[src/rtl/spi_rx_deserializer_if.sv]
// spi_rx_deserializer_if
//   Register-side bus between the SPI receive deserializer and the Avalon
//   register block.
//   pop       : DATA register read consumed the FIFO head (1-cycle pulse)
//   clear_ov  : write-1-to-clear pulse for the sticky overflow flag
//   rx_data   : FIFO head word, right-aligned, zero when empty
//   rxfe/rxff : FIFO empty / full
//   rxfo      : sticky overflow
//   rx_level  : words held, 0..16
//   master = register block side, slave = deserializer side.
interface spi_rx_deserializer_if;
    logic        pop;
    logic        clear_ov;
    logic [31:0] rx_data;
    logic        rxfe;
    logic        rxff;
    logic        rxfo;
    logic [4:0]  rx_level;

    modport master (
        output pop, clear_ov,
        input  rx_data, rxfe, rxff, rxfo, rx_level
    );

    modport slave (
        input  pop, clear_ov,
        output rx_data, rxfe, rxff, rxfo, rx_level
    );
endinterface

[src/rtl/spi_rx_deserializer.sv]
// spi_rx_deserializer
//   Samples spi_rx on the mode-selected edge of spi_clk, assembles words of
//   (word_size+1) bits and pushes them into a show-ahead receive FIFO.
//   Ports:
//     clk, reset   : system clock, synchronous active-high reset
//     enable       : control ENABLE bit
//     word_size    : bits per word minus one (latched when leaving IDLE)
//     mode         : {CPOL,CPHA}; rising edge samples in modes 0/3, falling in 1/2
//     cs_active    : a chip select is asserted (frame in progress)
//     spi_clk      : SPI clock, synchronous to clk
//     spi_rx       : MISO
//     lsb_first    : only with SPI_RX_LSB_FIRST_EN; first bit lands in bit 0
//     bit_cnt_dbg  : current bit index
//     rx_if        : register-side FIFO bus (slave modport)
//   Optional feature macro: SPI_RX_LSB_FIRST_EN.
module spi_rx_deserializer #(
    parameter int DEPTH = 16,
    parameter int PTR_W = 4
) (
    input  logic       clk,
    input  logic       reset,
    input  logic       enable,
    input  logic [4:0] word_size,
    input  logic [1:0] mode,
    input  logic       cs_active,
    input  logic       spi_clk,
    input  logic       spi_rx,
`ifdef SPI_RX_LSB_FIRST_EN
    input  logic       lsb_first,
`endif
    output logic [4:0] bit_cnt_dbg,
    spi_rx_deserializer_if.slave rx_if
);
    localparam logic [1:0] IDLE  = 2'd0;
    localparam logic [1:0] SHIFT = 2'd1;
    localparam logic [1:0] PUSH  = 2'd2;
    localparam logic [PTR_W:0] FULL_LVL = DEPTH[PTR_W:0];

    logic [1:0]        state_q, state_d;
    logic [4:0]        bit_cnt_q, bit_cnt_d;
    logic [31:0]       shreg_q, shreg_d;
    logic [4:0]        ws_q, ws_d;
    logic              spi_clk_q;
    logic [PTR_W-1:0]  wr_ptr_q, wr_ptr_d, rd_ptr_q, rd_ptr_d;
    logic [PTR_W:0]    level_q, level_d;
    logic              rxfo_q, rxfo_d;
    logic [31:0]       mem_q [DEPTH];
    logic [31:0]       mem_d [DEPTH];

    logic        rise, fall, samp, run, push, do_push, do_pop, ovf;
    logic [31:0] mask;

`ifdef SPI_RX_LSB_FIRST_EN
    logic lsb_q, lsb_d;
`endif

    assign rise = spi_clk & ~spi_clk_q;
    assign fall = ~spi_clk & spi_clk_q;
    // CPOL==CPHA samples on the rising edge, otherwise on the falling edge
    assign samp = (mode[1] == mode[0]) ? rise : fall;
    assign run  = enable & cs_active;
    assign mask = 32'hFFFF_FFFF >> (5'd31 - ws_q);

    always_comb begin
        state_d   = state_q;
        bit_cnt_d = bit_cnt_q;
        shreg_d   = shreg_q;
        ws_d      = ws_q;
        push      = 1'b0;
`ifdef SPI_RX_LSB_FIRST_EN
        lsb_d     = lsb_q;
`endif
        case (state_q)
            IDLE: begin
                bit_cnt_d = '0;
                shreg_d   = '0;
                if (run) begin
                    state_d = SHIFT;
                    ws_d    = word_size;
`ifdef SPI_RX_LSB_FIRST_EN
                    lsb_d   = lsb_first;
`endif
                end
            end
            SHIFT: begin
                if (!run) begin
                    // abort: partial word is discarded
                    state_d   = IDLE;
                    bit_cnt_d = '0;
                    shreg_d   = '0;
                end else if (samp) begin
`ifdef SPI_RX_LSB_FIRST_EN
                    if (lsb_q) shreg_d[bit_cnt_q] = spi_rx;
                    else       shreg_d = {shreg_q[30:0], spi_rx};
`else
                    shreg_d = {shreg_q[30:0], spi_rx};
`endif
                    bit_cnt_d = bit_cnt_q + 5'd1;
                    if (bit_cnt_q == ws_q) state_d = PUSH;
                end
            end
            PUSH: begin
                push      = 1'b1;
                bit_cnt_d = '0;
                shreg_d   = '0;
                state_d   = run ? SHIFT : IDLE;
            end
            default: state_d = IDLE;
        endcase
    end

    // FIFO: pop on empty is ignored; a push into a full FIFO is only
    // accepted when a pop frees a slot in the same cycle.
    always_comb begin
        do_pop   = rx_if.pop & (level_q != '0);
        do_push  = push & ((level_q != FULL_LVL) | do_pop);
        ovf      = push & (level_q == FULL_LVL) & ~do_pop;
        wr_ptr_d = wr_ptr_q;
        rd_ptr_d = rd_ptr_q;
        level_d  = level_q;
        mem_d    = mem_q;
        if (do_push) begin
            mem_d[wr_ptr_q] = shreg_q & mask;
            wr_ptr_d        = wr_ptr_q + 1'b1;
        end
        if (do_pop) rd_ptr_d = rd_ptr_q + 1'b1;
        if (do_push & ~do_pop)      level_d = level_q + 1'b1;
        else if (do_pop & ~do_push) level_d = level_q - 1'b1;
        // a fresh overflow wins over a simultaneous clear
        rxfo_d = ovf | (rxfo_q & ~rx_if.clear_ov);
    end

    always_ff @(posedge clk) begin
        if (reset) begin
            state_q   <= IDLE;
            bit_cnt_q <= '0;
            shreg_q   <= '0;
            ws_q      <= '0;
            spi_clk_q <= 1'b0;
            wr_ptr_q  <= '0;
            rd_ptr_q  <= '0;
            level_q   <= '0;
            rxfo_q    <= 1'b0;
`ifdef SPI_RX_LSB_FIRST_EN
            lsb_q     <= 1'b0;
`endif
        end else begin
            state_q   <= state_d;
            bit_cnt_q <= bit_cnt_d;
            shreg_q   <= shreg_d;
            ws_q      <= ws_d;
            spi_clk_q <= spi_clk;
            wr_ptr_q  <= wr_ptr_d;
            rd_ptr_q  <= rd_ptr_d;
            level_q   <= level_d;
            rxfo_q    <= rxfo_d;
`ifdef SPI_RX_LSB_FIRST_EN
            lsb_q     <= lsb_d;
`endif
        end
    end

    // storage needs no reset; reads are gated by the level
    always_ff @(posedge clk) begin
        mem_q <= mem_d;
    end

    assign rx_if.rx_data  = (level_q == '0) ? 32'd0 : mem_q[rd_ptr_q];
    assign rx_if.rxfe     = (level_q == '0);
    assign rx_if.rxff     = (level_q == FULL_LVL);
    assign rx_if.rxfo     = rxfo_q;
    assign rx_if.rx_level = level_q;
    assign bit_cnt_dbg    = bit_cnt_q;
endmodule

[src/flat_wrapper.sv]
// flat-port wrapper written by rule: the top's interface ports become plain ports
module spi_rx_deserializer_flat 
#(
    parameter int DEPTH = 16,
    parameter int PTR_W = 4
)
  (clk, reset, enable, word_size, mode, cs_active, spi_clk, spi_rx, bit_cnt_dbg, rx_if_pop, rx_if_clear_ov, rx_if_rx_data, rx_if_rxfe, rx_if_rxff, rx_if_rxfo, rx_if_rx_level);
  spi_rx_deserializer_if rx_if_i ();
  input  logic clk;
  input  logic reset;
  input  logic enable;
  input  logic [4:0] word_size;
  input  logic [1:0] mode;
  input  logic cs_active;
  input  logic spi_clk;
  input  logic spi_rx;
  output logic [4:0] bit_cnt_dbg;
  input wire logic [$bits(rx_if_i.pop)-1:0] rx_if_pop;
  input wire logic [$bits(rx_if_i.clear_ov)-1:0] rx_if_clear_ov;
  output wire logic [$bits(rx_if_i.rx_data)-1:0] rx_if_rx_data;
  output wire logic [$bits(rx_if_i.rxfe)-1:0] rx_if_rxfe;
  output wire logic [$bits(rx_if_i.rxff)-1:0] rx_if_rxff;
  output wire logic [$bits(rx_if_i.rxfo)-1:0] rx_if_rxfo;
  output wire logic [$bits(rx_if_i.rx_level)-1:0] rx_if_rx_level;
  assign rx_if_i.pop = rx_if_pop;
  assign rx_if_i.clear_ov = rx_if_clear_ov;
  assign rx_if_rx_data = rx_if_i.rx_data;
  assign rx_if_rxfe = rx_if_i.rxfe;
  assign rx_if_rxff = rx_if_i.rxff;
  assign rx_if_rxfo = rx_if_i.rxfo;
  assign rx_if_rx_level = rx_if_i.rx_level;
  spi_rx_deserializer #(.DEPTH(DEPTH), .PTR_W(PTR_W)) u_core (.clk(clk), .reset(reset), .enable(enable), .word_size(word_size), .mode(mode), .cs_active(cs_active), .spi_clk(spi_clk), .spi_rx(spi_rx), .bit_cnt_dbg(bit_cnt_dbg), .rx_if(rx_if_i));
endmodule
[config.mk]
export PLATFORM = sky130hd
export DESIGN_NAME = spi_rx_deserializer_flat
export DESIGN_NICKNAME = d
export VERILOG_FILES = /design/src/rtl/spi_rx_deserializer_if.sv /design/src/rtl/spi_rx_deserializer.sv /design/src/flat_wrapper.sv
export SDC_FILE = /design/constraint.sdc
export NUM_CORES = 1
export LEC_CHECK = 0
export CORE_UTILIZATION = 25
export DETAILED_ROUTE_END_ITERATION = 10
export PLACE_DENSITY = 0.39
export SYNTH_ARGS = -nofsm -noshare
export SYNTH_HDL_FRONTEND = slang
export SYNTH_SLANG_ARGS = --single-unit
export TNS_END_PERCENT = 1
[constraint.sdc]
create_clock -name clk -period 5.2 [get_ports clk]
set_input_delay 1.56 -clock clk [delete_from_list [all_inputs] [get_ports clk]]
set_output_delay 1.56 -clock clk [all_outputs]
set_load 0.02 [all_outputs]
# Word level (Yosys, flattened, before mapping)
# Cells that the tools add are included.
# W data, S select, Z words.
# op_classes
addsub	6
multipliers	0
n_div	0
n_lt_le_gt_ge	3
eq_ne	9
shift	1
n_mux	23
bitwise	20
reduce_logical	10
# op_table
op	n
$bwmux W512	1
$mux W32	6
$bmux W32 S4	1
$demux W32 S4	1
$pmux W32 S2	1
$and A32 B32 Y32	1
$shr A32 B5 Y32 const A	1
$mux W5	4
$add A5 B1 Y5 const B	2
$and A1 B1 Y1	10
$ge A5 B5 Y1 const B	2
$not A4 Y5	2
$pmux W5 S2	1
$add A4 B1 Y4 const B	2
$mux W2	4
$pmux W2 S3	1
$eq A5 B5 Y1	1
$eq A5 B5 Y1 const B	1
$logic_not A5 Y1	1
$lt A5 B1 Y1 const B	1
$ne A5 B5 Y1 const B	1
$not A1 Y1	5
$reduce_bool A5 Y1	1
$sub A5 B1 Y5 const B	1
other kinds (15)	20
# totals
reg_bits	571
latch_bits	0
mem_bits_rw	0
romBits	0
wordCells	97
memories	0

# Longest topological paths before layout
# Gate-level depths: netlist of run 1.
# logic_depth
ltp_word	8
depth_mapped	11

# Least setup slack after synthesis of run 1
# Ideal clock, no wire load.
# synth_path
path_type	in2reg
startpoint	input rx_if_pop
endpoint	register u_core.mem_q[448] in the netlist's numbering, enable pin
setup_ns	0.461
t_arrival_ns	4.124
slack_ns	0.615
path_stages	4
cell_sequence	o31a_1 buf_6 nand2_1 nor3_1
# synth_between
elab_chain_len	3
# synth_rtl
element	line	source
from (decl)	flat_wrapper.sv:18	input wire logic [$bits(rx_if_i.pop)-1:0] rx_if_pop;
$and A1 B1 Y1	spi_rx_deserializer.sv:115	do_pop = rx_if.pop & (level_q != '0);
$or A1 B1 Y1	spi_rx_deserializer.sv:116	do_push = push & ((level_q != FULL_LVL) | do_pop);
$and A1 B1 Y1	spi_rx_deserializer.sv:116	
named net u_core.do_push	spi_rx_deserializer.sv:50	logic rise, fall, samp, run, push, do_push, do_pop, ovf;
to (signal assigned)	spi_rx_deserializer.sv:165	mem_q <= mem_d;
to (decl)	spi_rx_deserializer.sv:47	logic [31:0] mem_q [DEPTH];
# The timed path passes the listed nets, and every way through them passes these cells.
# A chain may end at the register's enable or synchronous reset.

# Worst setup path after layout of run 1
# layout_path
startpoint	register u_core.level_q[0] (netlist: u_core.rx_if.rx_level[0])
endpoint	output rx_if_rx_data[30]
# layout_between
elab_chain_len	2
# layout_rtl
element	line	source
from (decl)	spi_rx_deserializer.sv:45	logic [PTR_W:0] level_q, level_d;
from (signal assigned)	spi_rx_deserializer.sv:155	level_q <= level_d;
$logic_not A5 Y1	spi_rx_deserializer.sv:168	assign rx_if.rx_data = (level_q == '0) ? 32'd0 : mem_q[rd_ptr_q];
$mux W32	spi_rx_deserializer.sv:168	
to (decl)	flat_wrapper.sv:20	output wire logic [$bits(rx_if_i.rx_data)-1:0] rx_if_rx_data;
# No other way between the ends.

==> results.txt, run 1 <==
----------------------------------------------------
[Outcome]
  Status ... complete, no violations

[Timing]
  Worst max-slew margin expressed relative to the limit ... 24.3%
  Setup repair after global routing missed its margin ... false
  Achievable clock frequency ... 0.205 GHz
  Transition time at the pin with the least slew margin ... 1.14 ns
  Final period demand of the worst path ... 4.87 ns
  Final setup viols ... 0
  Ratio of final minimum period to clock period ... 93.7%
  Setup TNS Final ... 0 ns
  Largest clock skew in the final design ... 0.0115 ns
  Final hold vios ... 0
  Total count of max-transition violations in the final report ... 0

[Clock tree]
  Clock buffer depth ... 3
  Number of H-tree levels ... 2
  Clock slew at the register clock pins of the worst setup and hold paths ... 0.06 ns
  Setup Buffers After CTS ... 0
  Cts bufs inserted ... 61
  Clk root buf ... clkbuf_16
  CTS sink count ... 571
  Clock latency reported for the late side of the worst-skew pair ... 0.63 ns
  TritonCTS clock tree ... done

[Critical path]
  Data arrival time of the critical path ... 3.31 ns
  Worst Path Buf+Inv ... 2
  Register-to-register setup slack ... 2.02 ns
  Cell with the biggest individual delay on the critical path ... or4_4
  CP top delay family ... simple AND/OR/NAND/NOR gates
  Kind of end point of the critical path ... output pin
  Beginning of the worst register-to-register path ... u_core.rx_if.rx_level[0]
  Critical path startpoint category ... flop
  Cell chain of the critical path ... or4_4 > nor2_1 > or2_4 > buf_12 > o22ai_1 > clkdlybuf4s50_1
  Capture point of the worst reg-to-reg path ... u_core.rx_if.rx_level[4]
  Critical path required time ... 3.64 ns
  Count of cells along the worst register-to-register path ... 9
  Total number of cells along the worst setup path ... 6
  Crit path kind ... flop to output pin
  Largest stage delay, worst path ... 0.64 ns
  Maximum net fanout on the critical path ... 17

[Logic synthesis]
  Dominant combinational cell family by area after synthesis ... multiplexers
  Number of flip-flops and latches in the synthesized netlist ... 571
  Primary FF master, synth ... edfxtp_1
  Share of the yosys chip area belonging to registers ... 73.7%
  Syn Nets ... 1,207
  Number of instances in the synthesized netlist ... 1,181
  Share of the synthesized area in compound gates (AO/OA/AOI/OAI) ... 3.05%
  Synthesis warning total ... 0
  Simple logic cell fraction of the synthesized area ... 4.08%
  XOR/XNOR share of the synthesized area ... 0.507%
  Fraction of registers with async set or reset after synthesis ... 0%
  Largest cells by area after synthesis ... edfxtp_1 68%, mux4_2 13%, dfxtp_1 5.3%
  Post-synth design cell area ... 22,500 um^2
  Largest area contributor in the netlist ... edfxtp_1
  Share of cell area taken by muxes after synthesis ... 16.3%
  Adder-cell area share of the yosys netlist ... 0.646%
  Number of enable-type register cells in the synthesized netlist ... 512
  Synthesized area per cell ... 19.0 um^2
  Distinct cells, synth ... 53
  Fraction of post-synthesis cell area in the top cell type by area ... 68.5%

[Pwr]
  Worst IR Drop VDD ... 0.273 mV
  P per Cell Area ... 452 nW/um^2
  Leak ... 8.88 nW

[Global route]
  Number of antenna violations at the first check in global routing ... 1
  Maximum number of pins on one net before global-route repair ... 58
  Global-route track usage on met2 ... 20.8%
  Wire length of the first global-routing pass ... 84.6 mm
  Global route total overflow ... 0
  Vias in the first global route ... 12.0k
  Total track usage ... 12.8%
  GRT met3 Usage ... 2.01%
  Global-route track usage on met1 ... 18.0%
  Global route hottest layer ... met2

[Layout]
  End-of-flow core utilization ... 30.4%
  ANT cells ... 0
  Final standard cell area without fillers ... 27,000 um^2
  Area delta synth->final ... 20.0%
  Number of nets in the layout ... 1,305
  Layout cell share with drive strength beyond 1 ... 23.4%

[Worst hold path]
  Hold path cells ... 2
  Origin of the worst min-delay path ... u_core.shreg_q[14]
  Hold endpoint ... u_core.shreg_q[15]
  HP Class ... flop to flop

[Detailed routing]
  Via-to-Cell Ratio ... 4.52
  DRC violation count after routing ... 0
  Drt wl/cell ... 23.2 um
  DR pass1 iterations ... 5
  Number of nets with antenna violations after routing ... 0
  Total wire length after detailed routing ... 57.8 mm
  Iter 0 DRT Violations ... 836
  Vias ... 11.3k

[Die]
  Chip width ... 302 um
  Ports placed on the boundary ... 60
  Placeable core region ... 88,600 um^2
  Total Die Area ... 91,000 um^2
  Die height ... 302 um
  Initial cell density of the core ... 25.3%
  Rows ... 109

[Placed design]
  Routability congestion estimate from global placement ... 0.705
  Quantity of I/O buffers inserted on ports ... 59
  Post-placement cell area ... 24,800 um^2
  Placed wire-length estimate after detailed placement ... 31.0 mm

[Flow run]
  Count of maximum capacitance violations ... 0

----------------------------------------------------
-- cell usage in the layout, fill, tap and decap left out, drive strengths merged, types with 3 or more instances in the layout --
master and n:
mux4 128, o21a 6, nand2 17, mux2i 75, bufinv 9, a21boi 5, nand3b 3, a31oi 3
clkbuf 79, nor3b 3, o22ai 32, a21oi 47, nor2 53, inv 10, clkinv 21, nand3 77
clkdlybuf4s50 58, nor2b 9, o21ai 3, nand2b 5, buf 55, dfxtp 59, ha 10, edfxtp 512
xor2 11, nor3 11
-- through the flow --
step	instances	worst slack (ns)	total power [mW]	hold WS [ns]
2_1_floorplan	1181	0.615	6.63	0.448
3_3_place_gp	2381	0.774	7.79	0.460
3_5_place_dp	2381	0.750	7.79	0.462
4_1_cts	2494	0.0510	12.4	0.475
5_1_grt	2494	0.197	12.7	0.492
6_report	2494	0.328	12.2	0.472
-- worst min-delay path: cells and delay by family, from the launching register on --
kind,cells,cell delay [ns]
AND/OR/NAND/NOR,1,0.06
flip-flops,1,0.32
AO/OA/AOI/OAI,1,0.05
-- cell families after synthesis --
family	after synthesis
xor+xnor	13
mux	205
compound gates	109
buf+inv	85
fa+ha+maj	11
flops	571
simple gates	187
-- flip-flops by register name, indices dropped and copies added, names as in the netlist --
register and flops:
u_core.rx_if.rx_level 5, u_core.rd_ptr_q 4, u_core.shreg_q 32, u_core.rx_if.rxfo 1, u_core.wr_ptr_q 4, u_core.spi_clk_q 1, u_core.state_q 2, u_core.bit_cnt_dbg 5
u_core.ws_q 5, u_core.mem_q 512
-- synth_stat cells (2+ instances only) --
cell      number
edfxtp_1     512
mux4_2       128
nand3_1       77
mux2i_1       75
dfxtp_1       59
nor2_1        53
a21oi_1       47
clkbuf_1      38
o22ai_1       32
buf_2         23
nand2_1       17
buf_1         11
xor2_1        11
ha_1          10
nor3_1        10
nor2b_1        9
inv_1          7
o21a_1         6
a21boi_0       5
nand2b_1       5
a31oi_1        3
buf_4          3
nand3b_1       3
nor3b_1        3
and2_1         2
and3_1         2
buf_6          2
o31a_1         2
xnor2_1        2
-- repair_timing --
action                                  4_1_cts  5_1_grt
hold buffers                                  0        0
endpoints found under the setup margin        0        1
gates resized for setup                       0        1
endpoints found under the hold margin         0        0
-- power by group --
part,switching (mW),internal (mW)
clock,1.82,2.74
sequential,0.0865,4.95
combinational,1.43,1.15
total,3.34,8.84
-- worst max path at each step --
stage | startpoint | end | slack [ns]
floorplan | rx_if_pop | u_core.mem_q[448] | 0.62
global placement | rx_if_pop | u_core.rx_if.rx_level[4] | 0.77
detailed placement | u_core.rx_if.rx_level[0] | rx_if_rx_data[23] | 0.75
CTS | u_core.rx_if.rx_level[0] | rx_if_rx_data[23] | 0.05
global route | u_core.rx_if.rx_level[0] | rx_if_rx_data[30] | 0.20
finish | u_core.rx_if.rx_level[0] | rx_if_rx_data[30] | 0.33
-- cell type report --
type	instances	area (um^2)
Fill cell	8653	61700
Sequential cell	571	16600
Multi-Input combinational cell	525	5680
Clock buffer	79	1700
Tap cell	1165	1460
Timing Repair Buffer	113	1120
Clock inverter	34	413
Inverter	7	26.3
-- layer usage --
layer	wire [um]	vias to the layer above
li1	-	4984
met1	27000	6035
met2	27800	193
met3	2050	66
met4	894	0
met5	0	-
(Power assumes the default switching activity.)
==> run 2, diff against run 1 <==
- CTS_CLUSTER_DIAMETER: not set -> 100
==> results of run 2 <==
No change in the layout: final DEF, timing and power equal those of run 1.
